`config.mk`:
```
export PLATFORM = sky130hd
export DESIGN_NAME = wb_xbar_arb
export DESIGN_NICKNAME = d
export VERILOG_FILES = /design/src/rtl/wb_xbar_arb.sv
export SDC_FILE = /design/constraint.sdc
export NUM_CORES = 1
export LEC_CHECK = 0
export ABC_AREA = 1
export CAP_MARGIN = 30
export CORE_AREA = 3 3 268 270
export CTS_BUF_LIST = sky130_fd_sc_hd__clkbuf_2
export DETAILED_ROUTE_END_ITERATION = 8
export DIE_AREA = 0 0 271 273
export GPL_ROUTABILITY_DRIVEN = 0
export GPL_TIMING_DRIVEN = 0
export PLACE_DENSITY = 0.3
export SLEW_MARGIN = 15
export SYNTH_ARGS = -nofsm -noshare
export SYNTH_HDL_FRONTEND = slang
export SYNTH_SLANG_ARGS = --single-unit
```
`constraint.sdc`:
```
create_clock -name clk -period 2.3 [get_ports clk]
set_clock_uncertainty 0.15 [all_clocks]
set_input_delay 0.345 -clock clk [delete_from_list [all_inputs] [get_ports clk]]
set_output_delay 0.345 -clock clk [all_outputs]
set_load 0.03 [all_outputs]
```
`src/rtl/wb_xbar_arb.sv`:
```
// Shared-bus Wishbone interconnect: NUM_M masters arbitrated round-robin onto
// one bus, NUM_S slaves selected by base/mask address windows. Unmapped
// accesses are answered by a built-in error slave and a stalled slave is
// cut off by a response timeout.

// One address window compare; one instance per slave.
module wb_xbar_win #(
  parameter logic [31:0] BASE = '0,
  parameter logic [31:0] MASK = '0
) (
  input  logic [31:0] adr,
  output logic        hit
);
  assign hit = ((adr & MASK) == BASE);
endmodule

module wb_xbar_arb #(
  parameter int                  NUM_M   = 4,
  parameter int                  NUM_S   = 8,
  parameter int                  DW      = 32,
  parameter logic [NUM_S*32-1:0] S_BASE  = '0,
  parameter logic [NUM_S*32-1:0] S_MASK  = '0,
  parameter int                  TIMEOUT = 255
) (
  input  logic                    clk,
  input  logic                    reset_n,
  input  logic [NUM_M*32-1:0]     m_adr_i,
  input  logic [NUM_M*DW-1:0]     m_dat_i,
  input  logic [NUM_M*DW/8-1:0]   m_sel_i,
  input  logic [NUM_M-1:0]        m_we_i,
  input  logic [NUM_M-1:0]        m_cyc_i,
  input  logic [NUM_M-1:0]        m_stb_i,
  output logic [DW-1:0]           m_dat_o,
  output logic [NUM_M-1:0]        m_ack_o,
  output logic [NUM_M-1:0]        m_err_o,
  output logic [NUM_M-1:0]        m_rty_o,
  output logic [31:0]             s_adr_o,
  output logic [DW-1:0]           s_dat_o,
  output logic [DW/8-1:0]         s_sel_o,
  output logic                    s_we_o,
  output logic [NUM_S-1:0]        s_cyc_o,
  output logic [NUM_S-1:0]        s_stb_o,
  input  logic [NUM_S*DW-1:0]     s_dat_i,
  input  logic [NUM_S-1:0]        s_ack_i,
  input  logic [NUM_S-1:0]        s_err_i,
  input  logic [NUM_S-1:0]        s_rty_i,
  output logic [NUM_M-1:0]        gnt_o
);
  localparam int SW = DW / 8;
  localparam int MW = (NUM_M > 1) ? $clog2(NUM_M) : 1;
  localparam int CW = (TIMEOUT > 0) ? $clog2(TIMEOUT + 1) : 1;

  typedef enum logic {IDLE, BUSY} state_t;

  state_t            state, state_nx;
  logic [NUM_M-1:0]  gnt, gnt_nx;
  logic [MW-1:0]     last, last_nx, pick;
  logic              found;

  logic              gcyc, gstb, gwe;
  logic [31:0]       gadr;
  logic [DW-1:0]     gdat;
  logic [SW-1:0]     gsel;

  logic [NUM_S-1:0]  hit, sel;
  logic              busy, hit_any, taken;
  logic              sack, serr, srty, resp;
  logic [DW-1:0]     rdat;

  logic [CW-1:0]     cnt;
  logic              to_hit, def_err;
  logic              ack, err, rty;

  assign busy = (state == BUSY);

  // Round-robin pick: first requester strictly after the last owner, with wrap.
  always_comb begin
    found = 1'b0;
    pick  = '0;
    for (int i = 1; i <= NUM_M; i++) begin
      if (!found && m_cyc_i[(int'(last) + i) % NUM_M]) begin
        found = 1'b1;
        pick  = MW'((int'(last) + i) % NUM_M);
      end
    end
  end

  // Next-state: grant registered out of IDLE, held until the owner drops cyc.
  always_comb begin
    state_nx = state;
    gnt_nx   = gnt;
    last_nx  = last;
    unique case (state)
      IDLE: if (found) begin
        state_nx     = BUSY;
        gnt_nx       = '0;
        gnt_nx[pick] = 1'b1;
        last_nx      = pick;
      end
      BUSY: if (!gcyc) begin
        state_nx = IDLE;
        gnt_nx   = '0;
      end
      default: state_nx = IDLE;
    endcase
  end

  // State, grant and last-owner registers; master 0 wins first after reset.
  always_ff @(posedge clk or negedge reset_n) begin
    if (!reset_n) begin
      state <= IDLE;
      gnt   <= '0;
      last  <= MW'(NUM_M - 1);
    end else begin
      state <= state_nx;
      gnt   <= gnt_nx;
      last  <= last_nx;
    end
  end

  // Owner's bus signals; grant is all-zero in IDLE so these idle at 0.
  always_comb begin
    gcyc = 1'b0;
    gstb = 1'b0;
    gwe  = 1'b0;
    gadr = '0;
    gdat = '0;
    gsel = '0;
    for (int m = 0; m < NUM_M; m++) begin
      if (gnt[m]) begin
        gcyc = m_cyc_i[m];
        gstb = m_stb_i[m];
        gwe  = m_we_i[m];
        gadr = m_adr_i[32*m +: 32];
        gdat = m_dat_i[DW*m +: DW];
        gsel = m_sel_i[SW*m +: SW];
      end
    end
  end

  for (genvar k = 0; k < NUM_S; k++) begin : g_win
    wb_xbar_win #(
      .BASE (S_BASE[32*k +: 32]),
      .MASK (S_MASK[32*k +: 32])
    ) u_win (
      .adr (gadr),
      .hit (hit[k])
    );
  end

  // Lowest-index window wins on overlap; nothing selected outside BUSY.
  always_comb begin
    sel   = '0;
    taken = 1'b0;
    for (int k = 0; k < NUM_S; k++) begin
      if (busy && hit[k] && !taken) begin
        sel[k] = 1'b1;
        taken  = 1'b1;
      end
    end
  end

  assign hit_any = taken;
  assign sack    = |(sel & s_ack_i);
  assign serr    = |(sel & s_err_i);
  assign srty    = |(sel & s_rty_i);
  assign resp    = sack | serr | srty;

  // Read data from the selected slave, zero when nothing is selected.
  always_comb begin
    rdat = '0;
    for (int k = 0; k < NUM_S; k++) begin
      if (sel[k]) rdat = s_dat_i[DW*k +: DW];
    end
  end

  assign to_hit = (TIMEOUT != 0) && (cnt == CW'(TIMEOUT));

  // Response timeout: counts stalled strobe cycles, saturating; clears on fire.
  always_ff @(posedge clk or negedge reset_n) begin
    if (!reset_n)
      cnt <= '0;
    else if (gstb && hit_any && !resp && !to_hit) begin
      if (cnt != '1) cnt <= cnt + 1'b1;
    end else
      cnt <= '0;
  end

  // Default slave: error one cycle after an unmapped strobe, then every other cycle.
  always_ff @(posedge clk or negedge reset_n) begin
    if (!reset_n) def_err <= 1'b0;
    else          def_err <= gstb && !hit_any && !def_err;
  end

  // One response per cycle, ack > err > rty; a real response beats the timeout.
  assign ack = gstb & sack;
  assign err = gstb & ~sack & (serr | (hit_any & to_hit & ~resp) | (~hit_any & def_err));
  assign rty = gstb & srty & ~sack & ~serr;

  assign m_ack_o = {NUM_M{ack}} & gnt;
  assign m_err_o = {NUM_M{err}} & gnt;
  assign m_rty_o = {NUM_M{rty}} & gnt;
  assign m_dat_o = rdat;

  assign s_adr_o = gadr;
  assign s_dat_o = gdat;
  assign s_sel_o = gsel;
  assign s_we_o  = gwe;
  assign s_cyc_o = {NUM_S{gcyc}} & sel;
  assign s_stb_o = {NUM_S{gstb & ~to_hit}} & sel;
  assign gnt_o   = gnt;

endmodule

```
* After elaboration in Yosys (flattened, before gate mapping)
Index checks and enable logic that the tools add are counted.
** Storage, ports and cells
- Register bits after elaboration :: 16
- Output and inout port bits :: 133
** Cells by class
- Mux-type cells :: 77
- $lt $le $gt $ge :: 6
- Eq/ne operators :: 5
- $add $sub $neg :: 5
- Reduce and logical (&&, ||, !) cells :: 39
- Bitwise gates (word level) :: 32
** Operators with widths (count)
- two-way mux 32 bit :: 16
- two-way mux 1 bit :: 42
- bitwise AND 8 bit :: 5
- two-way mux 4 bit :: 6
- OR reduction 8 bit :: 3
- logical AND 1 bit :: 16
- less-than comparator 3 x 4 -> 1 bit, second input constant :: 4
- two-way mux 8 bit :: 2
- zero test 1 bit :: 14
- bitwise AND 4 bit :: 3
- bitwise AND 1 bit :: 10
- adder 8 x 1 -> 8 bit, second input constant :: 1
- binary-select mux 1 bit (select 2 bit) :: 4
- == test 8 bit, second input constant :: 1
- two-way mux 2 bit :: 4
- inequality test 8 bit, second input constant :: 1
- one-hot mux 4 bit (2 select lines) :: 1
- OR reduction 2 bit :: 4
- NOT 1 bit :: 6
- adder 2 x 1 -> 2 bit, second input constant :: 2
- adder 2 bit, second input constant :: 2
- bitwise AND 1 bit, first input constant :: 4
- inequality test 2 bit, second input constant :: 2
- bitwise OR 1 bit :: 4
- 6 further kinds :: 7

* Logic depth before layout (Yosys ltp)
Gate-level depths: netlist of run 1.
- Depth after elaboration :: 32
- Gate-level depth with buffers :: 14
- Gate-level depth less buffers :: 13

* By module
From an unflattened synthesis of run 1, not the netlist that was laid out.
** Second synthesis, totals
- Cell total of the unflattened synthesis :: 866
- Area total of the unflattened synthesis :: 4959.8 sq um
** Modules (own cells, without submodules)
- wb_xbar_arb :: cells an instance 850, area an instance 4869.7 sq um, times used 1
- wb_xbar_win :: cells an instance 2, area an instance 11.3 sq um, times used 8

* Worst setup path after synthesis of run 1
No wires, ideal clock.
- Path type :: flip-flop to output port
- Start :: register gnt[1], in the netlist gnt_o[1]
- End :: output s_adr_o[22]
- Arrival time :: 1.961 ns
- Path buffers :: 3
- Path slack :: -0.156 ns
- Stages on the path, launching flop included :: 11
- Cells stage by stage :: dfrtp_1 -> buf_6 -> clkinv_2 -> nand2_2 -> clkinv_2 -> buf_6 -> buf_4 -> nand2_1 -> nand2_1 -> o21ai_0 -> o21ai_0
** Between the ends
- Word-level cells in the longest chain between the ends :: 3
** Ends and longest elaborated chain
- start, declared :: line 56 : logic [NUM_M-1:0] gnt, gnt_nx;
- start signal, assigned :: line 116 : gnt <= gnt_nx;
- two-way mux 32 bit (3 in a row) :: line 130 : if (gnt[m]) begin
- end, declared :: line 37 : output logic [31:0] s_adr_o,
Every way passes these cells.

* Final worst setup path of run 1
- Start :: register gnt[1], in the netlist gnt_o[1]
- End :: output s_dat_o[26]
** Between the ends
- Word-level cells in the longest chain between the ends :: 3
** Ends and longest elaborated chain
- two-way mux 32 bit (3 in a row) :: line 130
- end, declared :: line 38 : output logic [DW-1:0] s_dat_o,
Every way passes these cells.

==> results of run 1 <==
-- worst register-to-register path, cell delays in order, from the launching register on --
cell	delay [ns]
dfrtp_1	0.44
buf_12	0.15
clkinv_8	0.05
nand2_8	0.10
clkinv_8	0.11
buf_6	0.13
nand2_2	0.04
nand2_1	0.05
nand2_1	0.05
o211ai_1	0.08
nand2_1	0.14
nand2_1	0.13
nand3_1	0.09
nand2_1	0.06
-- how the worst min path moves through the flow --
stage          slack (ns)  cells after the start    start       to
2_1_floorplan       -0.10                      0  reset_n     busy
3_3_place_gp         0.27                      1  def_err  def_err
4_1_cts              0.29                      1  def_err  def_err
5_1_grt              0.32                      1  def_err  def_err
6_report             0.28                      1  def_err  def_err
3_5_place_dp         0.27                      1  def_err  def_err
-- per-layer routing --
metal | track usage | part of all wire
met1 | 0.105 | 0.41
met2 | 0.167 | 0.50
met3 | 0.0272 | 0.083
met4 | 0.00980 | 0.012
met5 | 0 | 0
-- logic make-up after synthesis --
logic type | count (synthesis) | synth area share
other cells | 1 | 0.00105
flops | 16 | 0.113
simple gates | 362 | 0.410
fa+ha+maj | 1 | 0.00350
buf+inv | 123 | 0.161
xor+xnor | 3 | 0.00735
compound gates | 215 | 0.304
-- metrics by stage --
stage                     setup WS [ns]  cell area [µm²]  setup TNS (ns)  power [W]
after floorplan                  0.0664             3620               0    0.00476
after detailed placement          -1.59             9210          -82.69    0.00841
after global placement            -1.72             9190          -88.57    0.00845
after CTS                        -0.258            10400          -10.25    0.00970
final                            -0.231            11100           -7.80     0.0103
after global routing             -0.352            11100          -19.52     0.0111
-- state kept, by name, summed over array words and instances (netlist names) --
register,count
cnt,8
gnt_o,4
last,2
def_err,1
busy,1
-- layout by cell type, fill, tap and decap left out, types with 19 or more instances in the layout --
cell type        instances
o21ai_1                101
nand2_4                 36
clkdlybuf4s50_1        324
inv_1                   47
buf_4                  100
clkbuf_2                31
nor2_1                  19
nand2_1                189
buf_6                   31
a21oi_1                 40
nand2_2                 81
o21ai_2                 38
buf_12                  24
-- timing repair --
item                                    in CTS  in global routing
endpoints found under the setup margin     116                114
cloned                                       8                  4
pin swaps                                   24                 42
buffers inserted                            23                 19
gates resized for setup                    842                296
-- area by class of cell --
cell class | instances | area [µm²] | area share
clock buffers | 3 | 15.0 | 0.00135
plain buffers | 66 | 791 | 0.0711
well taps | 940 | 1180 | 0.106
inverters | 57 | 274 | 0.0246
flip-flops and latches | 16 | 405 | 0.0364
clock inverters | 1 | 3.75 | 0.000337
repair buffers | 487 | 4780 | 0.430
repair inverters | 2 | 46.3 | 0.00416
multi-input cells | 595 | 3630 | 0.326
-- power by group through the flow --
stage,clock (W),combinational (W),sequential [W]
floorplan,0,0.00432,0.000444
global placement,0,0.00803,0.000422
detailed placement,0,0.00798,0.000423
CTS,0.000150,0.00912,0.000430
global route,0.000168,0.0105,0.000444
finish,0.000139,0.00973,0.000432
==> run_results.csv, run 1 <==
group,metric,value,unit
status,status,"complete, but fails checks",
status,violations,"setup timing",
power,seq_power_share,0.042,
grt,grt_max_degree,17,
timing,rsz0062_at_grt,"true",
logic_synthesis,ys_types,34,
logic_synthesis,netlist.top_cell.by_area,"nand2_1",
drt,drtIter0Drc,188,
grt,antenna_found_initial,0,
critical_path,reg2reg_to,"gnt_o[1]",
job,maxCapViolations,0,
timing,final_max_slew_viol_count,0,
layout,fin_nets,1795,
timing,holdWs,0.282,ns
timing,setup-violations-final,78,
power,switching_power,0.00596,W
drt,vias_per_cell,3.11,
power,p_leak,4.80,nW
layout,drive_above_1_share,0.370,
drt,drt_wl_total,36.4,mm
power,p_int,0.00434,W
cts,tritoncts,"built",
logic_synthesis,synthesis.area,0.00357,mm²
grt,grt_pass1_vias,6974,
cts,numCtsBuffers,3,
critical_path,cp_top_family,"buffers and inverters",
drt,antenna_left,0,
critical_path,path_max_fanout,5,
grt,grt_remaining_overflow,0,
logic_synthesis,netlist_top_cells_area,"nand2_1 (31%), o21ai_0 (18%), a21oi_1 (9.8%)",
logic_synthesis,yosysMostFrequentCell,"nand2_1",
cts,holdBufCountCts,0,
cts,h-tree-depth,1,
cts,cts_buffer_depth,2,
floorplanning,die_w,271,µm
critical_path,cp_cell_sequence,"buf_12, clkinv_8, nand2_8, buf_12, clkinv_16, buf_12, buf_6, nand2_4, nand2_2, o21ai_2, o21ai_1, buf_4",
power,clkPwrFrac,0.014,
floorplanning,dieArea,0.0740,mm²
logic_synthesis,synth-seq-cells,16,
timing,fin_crit_sh,1.10,
cts,root_buffer,"clkbuf_2",
layout,area_growth,211,%
cts,clk_latency,0.30,ns
floorplanning,die_h,273,µm
power,powerDensity,926,mW/mm²
critical_path,start_kind,"flip-flop",
layout,n_antenna_cell,0,
logic_synthesis,synth_edf_count,0,
logic_synthesis,yosysWarningCount,0,
critical_path,path_depth,12,
logic_synthesis,netlist_instances,721,
floorplanning,rows,97,
placed_design,dp.cells,2114,
critical_path,cp.arrival,2.04,ns
layout,nFillCells,8027,
power,vdd_drop_max,0.000389,V
logic_synthesis,synth_commonest_cells,"nand2_1 (299), o21ai_0 (132), a21oi_1 (70)",
timing,finalHoldViolCount,0,
critical_path,critPathKind,"reg2out",
placed_design,portBuffers,439,
timing,min_period,2.53,ns
critical_path,path_buf_inv,7,
critical_path,critical_path_required,1.80,ns
logic_synthesis,synth-async-reset-ratio,1.00,
power,combPwrFrac,0.945,
critical_path,worstSetupEndpointType,"primary output",
timing,relSlewSlack,0.478,
drt,wire_per_inst,16.8,µm
critical_path,critPathSlowestCell,"dfrtp_1",
cts,cts.sinks,16,
floorplanning,core_area,0.0698,mm²
floorplanning,initial_core_util,0.0512,
grt,grt_use_total,0.0902,
layout,stdcell_count,2167,
power,p_sw_frac,0.579,
placed_design,dp.final_hpwl,28.2,mm
grt,grt_pass1_wl,49.2,mm
floorplanning,io_pins,699,
timing,worstMarginPinSlew,0.780,ns
logic_synthesis,synth_top_area_share,0.314,
hold_path,hp-class,"reg2reg",
drt,num_vias,6744,
logic_synthesis,synth_ff_type,"dfrtp_1",
critical_path,r2r.worst_path.cells,13,
critical_path,r2r-start,"gnt_o[1]",
drt,drc,0,
layout,fin_util,0.159,
drt,firstDrtPassIters,4,
critical_path,cpPeakStageDelay,0.45,ns
critical_path,crit_path_end,"s_dat_o[26]",
critical_path,r2r_slack,0.46,ns
critical_path,crit_top_cell,"buf_12",
critical_path,startpoint,"gnt_o[1]",
timing,max_clock_freq,395,MHz
timing,setup_slack,-0.231,ns
cts,path_clk_slew,0.17,ns
logic_synthesis,seq_area_frac_synth,0.113,
logic_synthesis,syn_area_per_cell,4.96,µm²
Power figures use the tool's default switching activity.
==> run 2, diff against run 1 <==
--- a/config.mk
+++ b/config.mk
@@ -14,6 +14,7 @@
 export GPL_ROUTABILITY_DRIVEN = 0
 export GPL_TIMING_DRIVEN = 0
 export PLACE_DENSITY = 0.3
+export REMOVE_ABC_BUFFERS = 1
 export SLEW_MARGIN = 15
 export SYNTH_ARGS = -nofsm -noshare
 export SYNTH_HDL_FRONTEND = slang
==> run_results.csv, run 2 (synthesis gave the netlist of run 1 again) <==
group,metric,value,unit
status,status,"complete, but fails checks",
status,violations,"setup timing",
drt,drtIter0Drc,188,
placed_design,portBuffers,439,
drt,drt_wl_total,36.9,mm
placed_design,dp.cells,2052,
layout,stdcell_count,2129,
timing,worstMarginPinSlew,0.776,ns
layout,drive_above_1_share,0.264,
timing,fin_crit_sh,1.09,
critical_path,worstSetupEndpointType,"primary output",
critical_path,reg2reg_to,"gnt_o[3]",
critical_path,crit_path_end,"s_sel_o[1]",
grt,grt_max_degree,58,
power,p_leak,4.53,nW
hold_path,hp-class,"reg2reg",
floorplanning,initial_core_util,0.0512,
grt,grt_pass1_vias,6958,
power,finalPower,0.00990,W
timing,final_max_slew_viol_count,0,
cts,path_clk_slew,0.17,ns
grt,antenna_found_initial,1,
cts,h-tree-depth,1,
timing,relSlewSlack,0.481,
grt,grt_pass1_wl,48.0,mm
critical_path,path_max_fanout,7,
layout,area_growth,197,%
layout,final_cell_mix,"clkdlybuf4s50_1 (321), nand2_1 (235), buf_4 (98), o21ai_1 (82)",
drt,vias_per_cell,3.12,
critical_path,startpoint,"gnt_o[1]",
critical_path,start_kind,"flip-flop",
floorplanning,io_pins,699,
drt,wire_per_inst,17.3,µm
job,maxCapViolations,0,
grt,grt_use_total,0.0873,
cts,clk_latency,0.29,ns
floorplanning,rows,97,
layout,regMostFlops,"cnt",
layout,fin_util,0.152,
timing,min_period,2.51,ns
critical_path,r2r.worst_path.cells,14,
grt,grt_remaining_overflow,0,
floorplanning,die_w,271,µm
layout,layout_commonest_cell,"clkdlybuf4s50_1",
drt,num_vias,6635,
layout,largest_reg_flops,8,
drt,antenna_left,0,
cts,tritoncts,"built",
critical_path,r2r-start,"gnt_o[1]",
drt,drc,0,
power,vdd_drop_max,0.000373,V
cts,root_buffer,"clkbuf_2",
placed_design,dp.final_hpwl,21.5,mm
floorplanning,die_h,273,µm
cts,numCtsBuffers,3,
layout,nFillCells,8086,
hold_path,whs_path_depth,1,
cts,holdBufCountCts,0,
critical_path,critical_path_required,1.80,ns
timing,finalHoldViolCount,0,
timing,setup-violations-final,66,
floorplanning,core_area,0.0698,mm²
power,powerDensity,932,mW/mm²
timing,setup_slack,-0.210,ns
critical_path,critPathKind,"reg2out",
drt,firstDrtPassIters,4,
floorplanning,dieArea,0.0740,mm²
critical_path,r2r_slack,0.26,ns
critical_path,cp.arrival,2.01,ns
cts,cts_buffer_depth,2,
timing,max_clock_freq,398,MHz
cts,cts.sinks,16,
timing,rsz0062_at_grt,"true",
layout,fin_nets,1756,
run 2: final cells by class:
type / count / area, µm² / area share
multi-input cells: 595 / 3250 / 0.306
repair buffers: 511 / 5370 / 0.505
clock buffers: 3 / 15.0 / 0.00141
clock inverters: 1 / 3.75 / 0.000353
flip-flops and latches: 16 / 419 / 0.0395
inverters: 57 / 277 / 0.0260
well taps: 940 / 1180 / 0.111
diodes: 1 / 2.50 / 0.000236
repair inverters: 5 / 113 / 0.0106
run 2: report_power, final:
group / switching (W) / total [W] / internal, W
sequential: 0.000124 / 0.000501 / 0.000377
clock: 0.0000903 / 0.000128 / 0.0000378
combinational: 0.00558 / 0.00927 / 0.00369
total: 0.00580 / 0.00990 / 0.00410
run 2: per-stage QoR:
step | instance area, µm² | TNS, ns | hold slack (ns) | worst slack (ns)
finish | 10600 | -7.08 | 0.288 | -0.210
global route | 10600 | -19.04 | 0.309 | -0.333
CTS | 9920 | -8.61 | 0.292 | -0.245
detailed placement | 9000 | -75.70 | 0.273 | -1.20
global placement | 8840 | -510.43 | 0.272 | -5.47
floorplan | 3270 | -143.68 | -0.101 | -1.63
run 2: worst min-delay path by stage:
stage | from | endpoint | slack (ns)
floorplan | reset_n | busy | -0.10
global placement | def_err | def_err | 0.27
detailed placement | def_err | def_err | 0.27
CTS | def_err | def_err | 0.29
global route | def_err | def_err | 0.31
finish | def_err | def_err | 0.29
run 2: routing by layer:
layer  vias up  wire length [µm]  GRT usage  part of all wire
met5         -                 0          0                 0
met4         0               498     0.0121             0.013
met3        24              2860     0.0218             0.077
met2       384             19000      0.167              0.52
met1      3012             14500     0.0993              0.39
li1       3215                 -          -                 -
run 2: critical path, cell delays in order, from the launching register on:
cell and delay, ns:
dfrtp_4 0.56, clkinv_4 0.08, nand2_8 0.08, clkinv_16 0.09
buf_12 0.11, buf_12 0.11, buf_16 0.12, nand2_2 0.04
nand2_1 0.05, o21ai_1 0.06, o21ai_1 0.20, buf_4 0.20
run 2: repair_timing:
action                     in CTS  in global routing
setup endpoints to repair     132                 85
resized for setup             783                135
gates cloned                   14                  7
buffers inserted               33                 18
pin swaps                      37                 52
hold endpoints to repair        0                  0
